--- config.mk ---
export PLATFORM = sky130hd
export DESIGN_NAME = controle_varredura_servo
export DESIGN_NICKNAME = d
export VERILOG_FILES = /design/src/rtl/controle_varredura_servo_pkg.sv /design/src/rtl/controle_varredura_servo_contador_m.sv /design/src/rtl/controle_varredura_servo.sv
export SDC_FILE = /design/constraint.sdc
export NUM_CORES = 1
export LEC_CHECK = 0
export ABC_AREA = 1
export BUFFER_PORTS_ARGS = -buffer_cell sky130_fd_sc_hd__buf_2
export CAP_MARGIN = 20
export CORE_AREA = 5 5 71 73
export CTS_CLUSTER_DIAMETER = 80
export DETAILED_ROUTE_END_ITERATION = 10
export DIE_AREA = 0 0 76 78
export HOLD_SLACK_MARGIN = 0.06
export PLACE_DENSITY = 0.72
export SYNTH_ARGS = -nofsm -noshare
export SYNTH_HDL_FRONTEND = slang
export SYNTH_SLANG_ARGS = --single-unit
--- constraint.sdc ---
create_clock -name clock -period 1.8 [get_ports clock]
set_input_delay 0.54 -clock clock [delete_from_list [all_inputs] [get_ports clock]]
set_output_delay 0.54 -clock clock [all_outputs]
set_load 0.01 [all_outputs]
--- src/rtl/controle_varredura_servo_pkg.sv ---
// Shared state encodings and the triangle-sweep step function for the servo sequencer.
`timescale 1ns/1ps
package controle_varredura_servo_pkg;

  localparam int LARGURA_ESTADO = 4;

  typedef enum logic [LARGURA_ESTADO-1:0] {
    INICIAL = 4'd0,
    PREPARA = 4'd1,
    ESPERA  = 4'd2,
    AVANCA  = 4'd3,
    PAUSA   = 4'd4,
    MANUAL  = 4'd5
  } estado_t;

  // Returns {direcao, largura} after one sweep step; bounces at both ends, never wraps.
  function automatic logic [3:0] proxima_posicao(input logic dir, input logic [2:0] pos);
    logic [3:0] r;
    if (!dir) begin
      r = (pos == 3'b111) ? {1'b1, 3'b110} : {1'b0, pos + 3'd1};
    end else begin
      r = (pos == 3'b000) ? {1'b0, 3'b001} : {1'b1, pos - 3'd1};
    end
    return r;
  endfunction

endpackage

--- src/rtl/controle_varredura_servo_contador_m.sv ---
// Modulo-M counter: zera clears, conta advances and wraps M-1 -> 0; fim flags the terminal count.
// Single-cycle update; holds its value whenever conta is low.
`timescale 1ns/1ps
module contador_m #(
  parameter int M = 50_000_000,
  parameter int N = 26
) (
  input  logic clock,
  input  logic reset,
  input  logic zera,
  input  logic conta,
  output logic fim
);

  logic [N-1:0] q;

  always_ff @(posedge clock or negedge reset) begin
    if (!reset) begin
      q <= '0;
    end else if (zera) begin
      q <= '0;
    end else if (conta) begin
      q <= (q == N'(M - 1)) ? '0 : q + 1'b1;
    end
  end

  assign fim = (q == N'(M - 1));

endmodule

--- src/rtl/controle_varredura_servo.sv ---
// Servo position sequencer: triangle sweep of the 3-bit PWM code with programmable dwell, or manual pass-through.
// All outputs registered; a pause freezes the dwell timer and position in place.
`timescale 1ns/1ps
module controle_varredura_servo
  import controle_varredura_servo_pkg::*;
#(
  parameter int M_ESPERA = 50_000_000,
  parameter int N_ESPERA = 26
) (
  input  logic       clock,
  input  logic       reset,
  input  logic       ligar,
  input  logic       pausar,
  input  logic       modo_manual,
  input  logic [2:0] posicao_manual,
  output logic [2:0] largura,
  output logic       direcao,
  output logic       passo,
  output logic       fim_ciclo,
  output logic [3:0] db_estado
);

  estado_t estado, estado_prox;
  logic    conta, zera, fim_espera;

  contador_m #(.M(M_ESPERA), .N(N_ESPERA)) u_timer (
    .clock (clock),
    .reset (reset),
    .zera  (zera),
    .conta (conta),
    .fim   (fim_espera)
  );

  always_ff @(posedge clock or negedge reset) begin
    if (!reset) estado <= INICIAL;
    else        estado <= estado_prox;
  end

  // ligar=0 dominates every other input while sweeping.
  always_comb begin
    estado_prox = INICIAL;
    case (estado)
      INICIAL: estado_prox = ligar ? PREPARA : (modo_manual ? MANUAL : INICIAL);
      PREPARA: estado_prox = ligar ? ESPERA : INICIAL;
      ESPERA: begin
        if (!ligar)         estado_prox = INICIAL;
        else if (pausar)    estado_prox = PAUSA;
        else if (fim_espera) estado_prox = AVANCA;
        else                estado_prox = ESPERA;
      end
      PAUSA: begin
        if (!ligar)      estado_prox = INICIAL;
        else if (pausar) estado_prox = PAUSA;
        else             estado_prox = ESPERA;
      end
      AVANCA:  estado_prox = ligar ? ESPERA : INICIAL;
      MANUAL:  estado_prox = ligar ? PREPARA : (modo_manual ? MANUAL : INICIAL);
      default: estado_prox = INICIAL;
    endcase
  end

  always_comb begin
    conta     = 1'b0;
    zera      = 1'b0;
    db_estado = estado;
    case (estado)
      ESPERA:                   conta = ligar && !pausar;
      INICIAL, PREPARA, MANUAL: zera  = 1'b1;
      default: ;
    endcase
  end

  // The timer wraps to 0 on the same edge that enters AVANCA, so a new dwell starts clean.
  always_ff @(posedge clock or negedge reset) begin
    if (!reset) begin
      largura   <= 3'b000;
      direcao   <= 1'b0;
      passo     <= 1'b0;
      fim_ciclo <= 1'b0;
    end else begin
      passo     <= 1'b0;
      fim_ciclo <= 1'b0;
      case (estado)
        AVANCA: begin
          if (ligar) begin
            {direcao, largura} <= proxima_posicao(direcao, largura);
            passo              <= 1'b1;
            fim_ciclo          <= direcao && (largura == 3'b001);
          end else begin
            largura <= 3'b000;
            direcao <= 1'b0;
          end
        end
        ESPERA, PAUSA: begin
          if (!ligar) begin
            largura <= 3'b000;
            direcao <= 1'b0;
          end
        end
        MANUAL: begin
          largura <= (ligar || !modo_manual) ? 3'b000 : posicao_manual;
          direcao <= 1'b0;
        end
        default: begin
          largura <= 3'b000;
          direcao <= 1'b0;
        end
      endcase
    end
  end

endmodule

== After elaboration in Yosys (flattened, before gate mapping) ==
Index checks and enable logic that the tools add are counted.

* Flip-flop bits (word level): 36
* Input bits: 8
* Output and inout port bits: 10
* Logic and storage cells: 58

* Add/sub/neg operators: 3
* Equality and inequality tests: 9
* Muxes and demuxes: 28
* Reductions and logical operators: 12

{| class="wikitable"
|+ Operator list
! kind !! number
|-
| two-way mux 26 bit || 3
|-
| two-way mux 3 bit || 9
|-
| adder 26 x 1 -> 26 bit (second input constant) || 1
|-
| == test 26 bit (second input constant) || 1
|-
| two-way mux 4 bit || 3
|-
| case mux 3 bit (4 select lines) || 1
|-
| two-way mux 1 bit || 9
|-
| case mux 3 bit (3 select lines) || 1
|-
| == test 4 x 2 -> 1 bit (second input constant) || 2
|-
| == test 4 x 3 -> 1 bit (second input constant) || 2
|-
| OR reduction 2 bit || 3
|-
| == test 4 x 1 -> 1 bit (second input constant) || 1
|-
| logical NOT 4 bit || 1
|-
| adder 3 x 1 -> 3 bit (second input constant) || 1
|-
| == test 3 x 1 -> 1 bit (second input constant) || 1
|-
| == test 3 bit (second input constant) || 1
|-
| logical NOT 3 bit || 1
|-
| OR reduction 3 bit || 1
|-
| subtractor 3 x 1 -> 3 bit (second input constant) || 1
|-
| logical AND 1 bit || 2
|-
| logical NOT 1 bit || 2
|-
| two-way mux 2 bit || 1
|-
| inequality test 2 bit (second input constant) || 1
|-
| case mux 1 bit (2 select lines) || 1
|-
| 2 further kinds || 2
|}

== Longest topological paths before layout ==
Gate-level depths: netlist (run 1).

* Depth after elaboration: 5
* Mapped depth: 12
* Gate-level depth less buffers: 11

== Hierarchy ==
A second synthesis (run 1) with hierarchy kept.

* Cell total of the unflattened synthesis: 316
* Area, all modules: 2247.2 µm²

{| class="wikitable"
|+ Modules (own cells, without submodules)
! module !! instances !! cells an instance !! area an instance (µm²) !! sequential area each (µm²)
|-
| contador_m || 1 || 236 || 1657.8 || 650.6
|-
| controle_varredura_servo || 1 || 80 || 589.3 || 225.2
|}

== Least setup slack after synthesis (run 1) ==
Ideal clock, no wire load.

* Path type: flip-flop to flip-flop
* From: register u_timer.q[0]
* To: register u_timer.q[7]
* Setup time: 119 ps
* Data arrival time: 1374 ps
* Required time: 1681 ps
* Setup slack: 307 ps
* Cell stages (with the launch flop): 12
* Buffers on the path: 1
* Period minus slack after synthesis: 1493 ps
* Path through: dfrtp_1 ha_1 nand2_2 nor2_4 nand2_2 nor2_1 nand2_1 nand2_2 nand2_2 clkinv_2 buf_8 nor2_2

* Longest elaborated chain between the ends: 4
* Elaborated cells on any way between the ends: 5
* Those cells by class: add/sub: 1; eq/ne: 1; mux: 3

{| class="wikitable"
|+ RTL lines
! what !! line !! source
|-
| start, declared || controle_varredura_servo_contador_m.sv:15 || <nowiki>logic [N-1:0] q;</nowiki>
|-
| start signal, assigned || controle_varredura_servo_contador_m.sv:23 || <nowiki>q <= (q == N'(M - 1)) ? '0 : q + 1'b1;</nowiki>
|-
| adder 26 x 1 -> 26 bit / == test 26 bit (equally long branches) || controle_varredura_servo_contador_m.sv:23 ||
|-
| two-way mux 26 bit (*) || controle_varredura_servo_contador_m.sv:23 ||
|-
| two-way mux 26 bit (*) || controle_varredura_servo_contador_m.sv:22 || <nowiki>end else if (conta) begin</nowiki>
|-
| two-way mux 26 bit (*) || controle_varredura_servo_contador_m.sv:20 || <nowiki>end else if (zera) begin</nowiki>
|}

Mark *: on every way between the ends. The rest lies on a longest branch, timed or not. The select of a mux whose other input is x is not followed.
A chain may end at the register's enable or synchronous reset.

== Worst setup path in the final report (run 1) ==
* From: register u_timer.q[1]
* To: register u_timer.q[2]

Same word-level chain as after synthesis.

==> parameters.txt, run 1 <==
Parameter                              Value

Outcome
  Run status ... completed

Synthesis
  Area share of xor/xnor cells in the synthesized design ... 5.03%
  Summed instance area of the synthesized netlist ... 2260 sq um
  Synthesized area divided by synthesized cell count ... 7.64 sq um
  Share of the synthesized area in compound gates (AO/OA/AOI/OAI) ... 5.59%
  Distinct cell type count of the synthesized netlist ... 37
  Proportion of synthesized area in mux cells ... 0%
  Register bit count reported by yosys ... 35
  Share of the yosys chip area belonging to registers ... 38.7%
  Gate count after technology mapping ... 296
  Adder-cell share of the synthesized area ... 3.32%
  Top flip-flop cell by instance count after synthesis ... sky130_fd_sc_hd__dfrtp_1
  Basic-gate share of the synthesized area counting and, or, nand and nor cells ... 37.1%
  Largest family of logic cells by synthesized area ... simple AND/OR/NAND/NOR gates
  Warning count from the yosys run ... 0
  Mapped Nets ... 310
  Synth async-reset ratio ... 100%
  Post-synth EDFFs ... 0

Worst setup path
  Critical path capture point type ... flip-flop
  WS Path Type ... reg -> reg
  Worst path required time ... 1.98 ns
  Peak fanout along the critical path ... 20
  Crit path DAT ... 1.85 ns
  Startpoint kind of the worst setup timing path ... flip-flop

Routing
  Detail-routed via count per cell ... 5.14
  DRC viols ... 0
  First-pass detailed-route iteration total ... 5
  Wirelength, routed ... 4750 um
  Antenna Violating Nets Remaining ... 0
  Mean routed wirelength per cell ... 12.8 um
  Total via count after detailed routing ... 1900
  Iteration-0 DRC count of the detailed router ... 110

GRT
  Antenna violations before repair ... 0
  GRT Residual Overflow ... 0
  Pin count of the biggest net entering global routing ... 21
  Global-route wire length before repair ... 8630 um
  Vias in the first global route ... 1863
  All-Layer GR Usage ... 17.8%

CTS
  Num CTS Buffers ... 5
  Maximum root-to-sink buffer count ... 2
  Clock transition at the registers of the reported paths ... 0.07 ns
  Clock latency reported for the late side of the worst-skew pair ... 0.30 ns
  Sinks on the clock net ... 35
  Post-CTS resize count ... 0
  Post-CTS Hold Buffers ... 0
  Deepest level of the CTS H-tree ... 2
  Post-CTS Setup Bufs ... 0
  Master cell of the clock root buffer ... sky130_fd_sc_hd__clkbuf_8
  Clock tree from TritonCTS ... built

Timing
  Final setup fails ... 0
  Time the final worst path needs with I/O delays and setup ... 1.66 ns
  Final hold viol count ... 0
  Peak Freq ... 601 MHz
  Fraction of the cycle the final worst path needs ... 92.5%
  Final critical-path setup slack ... 0.135 ns
  RSZ-0062 raised after global routing ... false
  Worst Skew ... 0.00564 ns
  Number of max-slew violations in the final report ... 0
  Fin Setup TNS ... 0 ns

Cells and area
  Area taken by flip-flops and latches ... 876 sq um
  Area of the multi-input gates ... 1160 sq um
  Layout cell share with drive strength beyond 1 ... 19.5%
  Fill cell total of the finished layout ... 403
  Most common library cell in the layout ignoring fill and taps ... sky130_fd_sc_hd__nand2_1
  Commonest cells after routing, fill and taps aside ... sky130_fd_sc_hd__nand2_1 (64), sky130_fd_sc_hd__nor2_1 (42), sky130_fd_sc_hd__dfrtp_1 (35)
  Net count, final ... 331
  P&R area growth vs syn ... 10.0%
  N_diodes ... 0

Placement
  Count of buffers inserted at the top-level ports ... 16
  Dpl hpwl ... 3680 um
  Post-Place Setup Slack ... 0.0119 ns
  Weighted congestion reported at the end of routability-driven placement ... 0.947

Min path
  Class of the most critical hold timing path ... in -> async

Floorplanning
  Full die area ... 5930 sq um
  Chip Height ... 78 um
  Core footprint ... 4290 sq um
  Count of standard-cell rows ... 24
  Number of I/O pins ... 18
  Horiz. Die Dim ... 76 um
  Starting density of the core ... 52.7%

Job
  Max-cap check violation count ... 0

Pwr
  Switching power share of the total ... 39.7%
  Leakage power figure ... 1.12 nW
  Clock share of power ... 26.6%
  Power per Cell Area ... 966 nW/um^2
  Sw Pwr ... 0.955 mW
  Part of the total power dissipated in combinational logic ... 35.4%
  Worst VDD drop ... 717 uV
  Total internal power ... 1.45 mW
  Sequential power share ... 38.1%
-- cells in the mapped netlist (2+ instances only) --
library cell,instances,area share [%]
sky130_fd_sc_hd__o22ai_1,3,0.83
sky130_fd_sc_hd__buf_6,2,1.0
sky130_fd_sc_hd__inv_1,33,5.5
sky130_fd_sc_hd__nor3_1,5,1.1
sky130_fd_sc_hd__buf_12,2,1.8
sky130_fd_sc_hd__nand2_2,9,2.5
sky130_fd_sc_hd__nand3b_1,4,1.3
sky130_fd_sc_hd__o21ai_1,2,0.44
sky130_fd_sc_hd__a21oi_1,4,0.88
sky130_fd_sc_hd__nor2_2,15,4.1
sky130_fd_sc_hd__nand4_1,8,2.2
sky130_fd_sc_hd__nor2_4,2,1.0
sky130_fd_sc_hd__nand2_1,64,11
sky130_fd_sc_hd__ha_1,6,3.3
sky130_fd_sc_hd__dfrtp_1,35,39
sky130_fd_sc_hd__nor2_1,42,7.0
sky130_fd_sc_hd__o21ai_0,6,1.3
sky130_fd_sc_hd__inv_2,2,0.33
sky130_fd_sc_hd__nand3_2,2,0.88
sky130_fd_sc_hd__xor2_1,12,4.6
sky130_fd_sc_hd__nand3_1,22,4.9
-- metrics by stage --
step / area (sq um) / util [%] / instances / power, mW / hold WS [ns]
floorplan: 2260 / - / 296 / 1.68 / 0.244
global route: 2490 / 58.0 / 370 / 2.55 / 0.191
detailed placement: 2380 / 55.4 / 362 / 1.74 / 0.496
CTS: 2480 / 57.7 / 370 / 2.39 / 0.177
global placement: 2380 / 55.4 / 362 / 1.74 / 0.501
finish: 2490 / 58.0 / 370 / 2.40 / 0.168
-- power groups by stage --
stage          Sequential, mW  Combinational [mW]  Clock, mW
2_1_floorplan           0.937               0.747          0
4_1_cts                 0.915               0.813      0.660
5_1_grt                 0.925               0.942      0.683
3_3_place_gp            0.926               0.815          0
6_report                0.916               0.850      0.638
3_5_place_dp            0.928               0.812          0
-- cell families after synthesis --
family	count (synthesis)
adder cells (fa/ha/maj)	6
buffers and inverters	43
AND/OR/NAND/NOR	177
other	1
AO/OA/AOI/OAI	21
XOR/XNOR	13
flip-flops	35
-- critical path, stage by stage, from the launching register on --
cell	delay [ns]
sky130_fd_sc_hd__dfrtp_1	0.39
sky130_fd_sc_hd__ha_1	0.22
sky130_fd_sc_hd__nand2_2	0.09
sky130_fd_sc_hd__nor2_4	0.16
sky130_fd_sc_hd__nand2_2	0.07
sky130_fd_sc_hd__nor2_1	0.09
sky130_fd_sc_hd__nand2_1	0.11
sky130_fd_sc_hd__nand2_2	0.10
sky130_fd_sc_hd__nand2_2	0.11
sky130_fd_sc_hd__clkinv_8	0.14
sky130_fd_sc_hd__nor2_1	0.06
-- layer usage --
| metal | wire (um) | part of all wire [%] | track usage, % |
|---|---|---|---|
| met1 | 2330 | 49 | 24.8 |
| met2 | 2070 | 43 | 26.4 |
| met3 | 247 | 5.2 | 4.51 |
| met4 | 108 | 2.3 | 6.76 |
| met5 | 0 | 0 | 0 |
-- state kept, by name, indices dropped and copies added (netlist names) --
name / flops
passo: 1
direcao: 1
fim_ciclo: 1
u_timer.q: 26
largura: 3
db_estado: 3
-- area by class of cell --
cell class                      instances  area share, %
Clock buffer                            8           4.02
Inverter                               37           6.18
Multi-Input combinational cell        218           46.6
Sequential cell                        35           35.2
Tap cell                               52           2.61
Timing Repair Buffer                   20           5.43
-- path summary, 6_finish.rpt --
path | start | cells after the start | slack (ns) | end
setup / recovery | u_timer.q[1] | 10 | 0.14 | u_timer.q[2]
hold / removal | reset | 1 | 0.17 | u_timer.q[7]
setup reg to reg | u_timer.q[1] | 10 | 0.14 | u_timer.q[2]
hold reg to reg | u_timer.q[6] | 2 | 0.53 | u_timer.q[6]
max in group asynchronous | reset | 2 | 1.19 | u_timer.q[25]
min in group clock | posicao_manual[2] | 3 | 0.47 | largura[2]
Power figures use the tool's default switching activity.
==> run 2, diff against run 1 <==
CORE_AREA = 3 3 75 77   (was 5 5 71 73)
DIE_AREA = 0 0 78 80   (was 0 0 76 78)
PLACE_DENSITY = default   (was 0.72)
==> parameters.txt, run 2 (same netlist as run 1, synthesis figures left out) <==
Parameter                              Value

Outcome
  Run status ... completed

Floorplanning
  Number of I/O pins ... 18 (unchanged)
  Horiz. Die Dim ... 78 um (+2.6%)
  Starting density of the core ... 44.6% (-8.1 points)
  Chip Height ... 80 um (+2.6%)
  Core footprint ... 5070 sq um (+18%)
  Count of standard-cell rows ... 26 (+8.3%)
  Full die area ... 6240 sq um (+5.3%)

Routing
  Detail-routed via count per cell ... 4.82 (-6.1%)
  DRC viols ... 0 (unchanged)
  Wirelength, routed ... 4880 um (+2.6%)
  Antenna Violating Nets Remaining ... 0 (unchanged)
  Mean routed wirelength per cell ... 12.3 um (-4.1%)
  Iteration-0 DRC count of the detailed router ... 117 (+6.4%)
  First-pass detailed-route iteration total ... 4 (-1)
  Total via count after detailed routing ... 1910 (+0.53%)

Worst setup path
  Number of gates on the worst path with buffers counted ... 11 (+1)
  CP max stage delay ... 0.36 ns (-0.03 ns)
  R2r worst-path depth ... 11 (+1)
  Startpoint kind of the worst setup timing path ... flip-flop
  Launching instance or port of the critical path ... u_timer.q[0]
  Cell repeated most along the worst path ... sky130_fd_sc_hd__nand2_2
  Worst path required time ... 1.98 ns (about the same)
  Crit path DAT ... 1.85 ns (about the same)
  Crit path max-delay cell type ... sky130_fd_sc_hd__dfrtp_1
  Critical register-to-register path startpoint ... u_timer.q[0]
  Crit path to ... u_timer.q[5]
  WS Path Type ... reg -> reg
  Worst path top cell family by delay ... simple AND/OR/NAND/NOR gates
  Peak fanout along the critical path ... 13 (-35%)
  Worst r2r dst ... u_timer.q[5]
  Critical path capture point type ... flip-flop
  Count of buffer and inverter cells on the critical path ... 2 (+1)
  List of cells traversed by the critical path ... ha_2, nand2_2, nor2_4, nand2_2, nor2_1, nand2_1, nand2_2, nand2_2, clkinv_2, buf_12, nor2_1
  Slack of the worst reg-to-reg path ... 0.13 ns (about the same)

Job
  Max-cap check violation count ... 0 (unchanged)

CTS
  Maximum root-to-sink buffer count ... 2 (unchanged)
  Master cell of the clock root buffer ... sky130_fd_sc_hd__clkbuf_8
  Clock transition at the registers of the reported paths ... 0.06 ns (about the same)
  Deepest level of the CTS H-tree ... 2 (unchanged)
  Sinks on the clock net ... 35 (unchanged)
  Clock tree from TritonCTS ... built
  Num CTS Buffers ... 5 (unchanged)
  Clock latency reported for the late side of the worst-skew pair ... 0.29 ns (about the same)

Cells and area
  N_diodes ... 0 (unchanged)
  Commonest cells after routing, fill and taps aside ... sky130_fd_sc_hd__nand2_1 (64), sky130_fd_sc_hd__nor2_1 (42), sky130_fd_sc_hd__dfrtp_1 (35)
  Fill cell total of the finished layout ... 518 (+29%)
  Final design area excluding fillers ... 2590 sq um (+4.0%)
  Most common library cell in the layout ignoring fill and taps ... sky130_fd_sc_hd__nand2_1
  Register containing the most flip-flops in the final layout ... u_timer.q
  Net count, final ... 339 (+2.4%)
  Layout cell share with drive strength beyond 1 ... 21.8% (+2.3 points)
  Max reg flops ... 26 (unchanged)
  P&R area growth vs syn ... 14.4%

Pwr
  Worst VDD drop ... 701 uV (-2.2%)
  Leakage power figure ... 1.16 nW (+4.0%)
  Final total power ... 2.56 mW (+6.5%)
  Power per Cell Area ... 990 nW/um^2 (+2.5%)

Placement
  Dpl cell area ... 2480 sq um (+4.2%)
  Count of buffers inserted at the top-level ports ... 16 (unchanged)
  Weighted congestion reported at the end of routability-driven placement ... 0.969 (+2.3%)
  Dpl hpwl ... 3860 um (+4.8%)

Timing
  Worst Skew ... 0.00695 ns (+0.00130 ns)
  Peak Freq ... 599 MHz (-0.24%)
  Time the final worst path needs with I/O delays and setup ... 1.67 ns (+0.00406 ns)
  Fraction of the cycle the final worst path needs ... 92.7% (+0.23 points)
  Final setup fails ... 0 (unchanged)
  Number of max-slew violations in the final report ... 0 (unchanged)
  Final hold viol count ... 0 (unchanged)

GRT
  Global-route wire length before repair ... 8390 um (-2.8%)
  Vias in the first global route ... 1817 (-2.5%)
  Antenna violations before repair ... 0 (unchanged)
  All-Layer GR Usage ... 17.3% (-0.46 points)
  GRT Residual Overflow ... 0 (unchanged)
  Pin count of the biggest net entering global routing ... 20 (-4.8%)

Min path
  Class of the most critical hold timing path ... in -> async
-- run 2: through the flow --
step	hold WS [ns]	util [%]	setup WS [ns]	TNS [ns]	cells
final	0.178	51.0	0.131	0	396
after CTS	0.186	50.8	0.0608	0	395
after detailed placement	0.500	48.8	0.0655	0	387
after global routing	0.195	51.0	-0.00343	-0.00648	396
after global placement	0.501	48.8	0.101	0	387
after floorplan	0.244	-	0.307	0	296
-- run 2: power breakdown --
part / total (mW) / leakage (nW) / internal (mW) / switching (mW)
clock network: 0.623 / 0.0515 / 0.349 / 0.274
logic: 1.03 / 0.627 / 0.416 / 0.615
registers: 0.907 / 0.484 / 0.842 / 0.0651
-- run 2: repair_timing --
action,CTS,global route
hold buffers,0,0
resized for setup,0,1
buffers inserted,0,1
setup endpoints to repair,0,20
-- run 2: how the worst min path moves through the flow --
stage                 startpoint      endpoint  cells past startpoint
floorplan                  reset  db_estado[0]                      0
global placement    u_timer.q[6]  u_timer.q[6]                      2
detailed placement         reset     fim_ciclo                      1
CTS                        reset     fim_ciclo                      1
global route               reset    largura[1]                      1
finish                     reset     fim_ciclo                      1
-- run 2: layout make-up --
class                   count  area, sq um  area share [%]
inverters                  37          143            5.51
clock buffers               8          100            3.87
flip-flops and latches     35          876            33.8
well taps                  70         87.6            3.38
multi-input cells         218         1160            44.9
repair buffers             28          220            8.51
-- run 2: routing by layer --
metal	vias to the layer above	GRT usage (%)	wire, um
li1	994	-	-
met1	878	22.0	2390
met2	29	27.7	2200
met3	9	3.72	181
met4	0	8.74	112
met5	-	0	0
==> run 3, diff against run 2 <==
RECOVER_POWER = 100   (was default)
==> parameters.txt, run 3 (same netlist as run 1, synthesis figures left out) <==
Parameter                              Value

Outcome
  Run status ... completed

Cells and area
  Net count, final ... 339 (unchanged)
  End-of-flow core utilization ... 50.5% (-0.47 points)
  Most common library cell in the layout ignoring fill and taps ... sky130_fd_sc_hd__nand2_1
  Max reg flops ... 26 (unchanged)
  Commonest cells after routing, fill and taps aside ... sky130_fd_sc_hd__nand2_1 (64), sky130_fd_sc_hd__nor2_1 (43), sky130_fd_sc_hd__dfrtp_1 (35)
  Post-route insts no fill ... 396 (unchanged)
  P&R area growth vs syn ... 13.3%
  Layout cell share with drive strength beyond 1 ... 19.9% (-1.8 points)
  Register containing the most flip-flops in the final layout ... u_timer.q
  Fill cell total of the finished layout ... 522 (+0.77%)
  Final design area excluding fillers ... 2560 sq um (-0.92%)
  N_diodes ... 0 (unchanged)

Timing
  Time the final worst path needs with I/O delays and setup ... 1.67 ns (+0.000587 ns)
  Transition at the pin with the smallest max-transition slack ... 0.911 ns
  Fraction of the cycle the final worst path needs ... 92.7% (about the same)
  Final setup fails ... 0 (unchanged)
  Number of max-slew violations in the final report ... 0 (unchanged)
  Peak Freq ... 599 MHz (about the same)
  Final hold viol count ... 0 (unchanged)
  Worst Skew ... 0.00702 ns (+0.0000756 ns)
  Max-slew headroom at the worst pin ... 39.2%

Floorplanning
  Full die area ... 6240 sq um (unchanged)
  Core footprint ... 5070 sq um (unchanged)
  Count of standard-cell rows ... 26 (unchanged)
  Starting density of the core ... 44.6% (unchanged)
  Horiz. Die Dim ... 78 um (unchanged)
  Number of I/O pins ... 18 (unchanged)
  Chip Height ... 80 um (unchanged)

CTS
  Num CTS Buffers ... 5 (unchanged)
  Clock tree from TritonCTS ... built
  Deepest level of the CTS H-tree ... 2 (unchanged)
  Sinks on the clock net ... 35 (unchanged)
  Clock transition at the registers of the reported paths ... 0.06 ns (about the same)
  Maximum root-to-sink buffer count ... 2 (unchanged)
  Clock latency reported for the late side of the worst-skew pair ... 0.29 ns (about the same)
  Master cell of the clock root buffer ... sky130_fd_sc_hd__clkbuf_8

Worst setup path
  Crit path DAT ... 1.85 ns (about the same)
  Worst path required time ... 1.98 ns (about the same)
  WS Path Type ... reg -> reg
  Critical path capture point type ... flip-flop
  Startpoint kind of the worst setup timing path ... flip-flop
  Peak fanout along the critical path ... 13 (unchanged)

Routing
  First-pass detailed-route iteration total ... 4 (unchanged)
  Mean routed wirelength per cell ... 12.3 um (about the same)
  Antenna Violating Nets Remaining ... 0 (unchanged)
  Detail-routed via count per cell ... 4.83 (+0.21%)
  Wirelength, routed ... 4880 um (about the same)
  Total via count after detailed routing ... 1914 (+0.21%)
  DRC viols ... 0 (unchanged)
  Iteration-0 DRC count of the detailed router ... 103 (-12%)

GRT
  GRT Residual Overflow ... 0 (unchanged)
  Global-route wire length before repair ... 8390 um (unchanged)
  Pin count of the biggest net entering global routing ... 20 (unchanged)
  Antenna violations before repair ... 0 (unchanged)
  Vias in the first global route ... 1817 (unchanged)
  All-Layer GR Usage ... 17.3% (unchanged)

Placement
  Cell count after placement ... 387 (unchanged)
  Dpl cell area ... 2480 sq um (unchanged)
  Dpl hpwl ... 3860 um (unchanged)
  Weighted congestion reported at the end of routability-driven placement ... 0.969 (unchanged)
  Count of buffers inserted at the top-level ports ... 16 (unchanged)

Pwr
  Power per Cell Area ... 996 nW/um^2 (+0.61%)
  Leakage power figure ... 1.14 nW (-2.2%)
  Final total power ... 2.55 mW (-0.32%)
  Worst VDD drop ... 706 uV (+0.75%)

Min path
  Class of the most critical hold timing path ... in -> async

Job
  Max-cap check violation count ... 0 (unchanged)
[run 3: power by group]
group	switching (mW)	internal [mW]	total, mW
registers	0.0646	0.842	0.907
clock network	0.273	0.349	0.622
logic	0.616	0.409	1.02
[run 3: cell type report]
cell class	instances	area, sq um	area share (%)
clock buffers	8	100	3.90
inverters	37	143	5.56
multi-input cells	218	1160	45.2
flip-flops and latches	35	876	34.2
well taps	70	87.6	3.42
repair buffers	28	199	7.76
[run 3: path summary, 6_finish.rpt]
kind	startpoint	depth (start not counted)	slack (ns)	to
hold / removal	reset	1	0.36	fim_ciclo
setup / recovery	u_timer.q[0]	11	0.13	u_timer.q[5]
min in group clock	posicao_manual[2]	3	0.47	largura[2]
max in group asynchronous	reset	2	0.45	u_timer.q[22]
setup reg to reg	u_timer.q[0]	11	0.13	u_timer.q[5]
hold reg to reg	u_timer.q[6]	2	0.52	u_timer.q[6]
[run 3: metrics by stage]
stage | TNS, ns | hold WS [ns] | setup WS [ns]
floorplan | 0 | 0.244 | 0.307
global placement | 0 | 0.501 | 0.101
detailed placement | 0 | 0.500 | 0.0655
CTS | 0 | 0.186 | 0.0608
global route | -0.00648 | 0.422 | -0.00343
finish | 0 | 0.359 | 0.131
[run 3: what timing repair did]
| item | CTS | global route |
|---|---|---|
| buffers inserted | 0 | 1 |
| resized for setup | 0 | 1 |
| hold buffers | 0 | 0 |
| setup endpoints to repair | 0 | 20 |
[run 3: worst max-delay path, cell delays in order, from the launching register on]
cell	delay (ns)
sky130_fd_sc_hd__dfrtp_1	0.36
sky130_fd_sc_hd__ha_2	0.21
sky130_fd_sc_hd__nand2_2	0.08
sky130_fd_sc_hd__nor2_4	0.15
sky130_fd_sc_hd__nand2_2	0.07
sky130_fd_sc_hd__nor2_1	0.08
sky130_fd_sc_hd__nand2_1	0.12
sky130_fd_sc_hd__nand2_2	0.10
sky130_fd_sc_hd__nand2_2	0.09
sky130_fd_sc_hd__clkinv_2	0.10
sky130_fd_sc_hd__buf_12	0.15
sky130_fd_sc_hd__nor2_1	0.05
[run 3: per-layer routing]
layer,share of wire [%],up-vias,track usage (%)
met2,46,36,27.7
met1,49,876,22.0
met4,2.3,0,8.74
li1,-,993,-
met5,0,-,0
met3,3.5,9,3.72
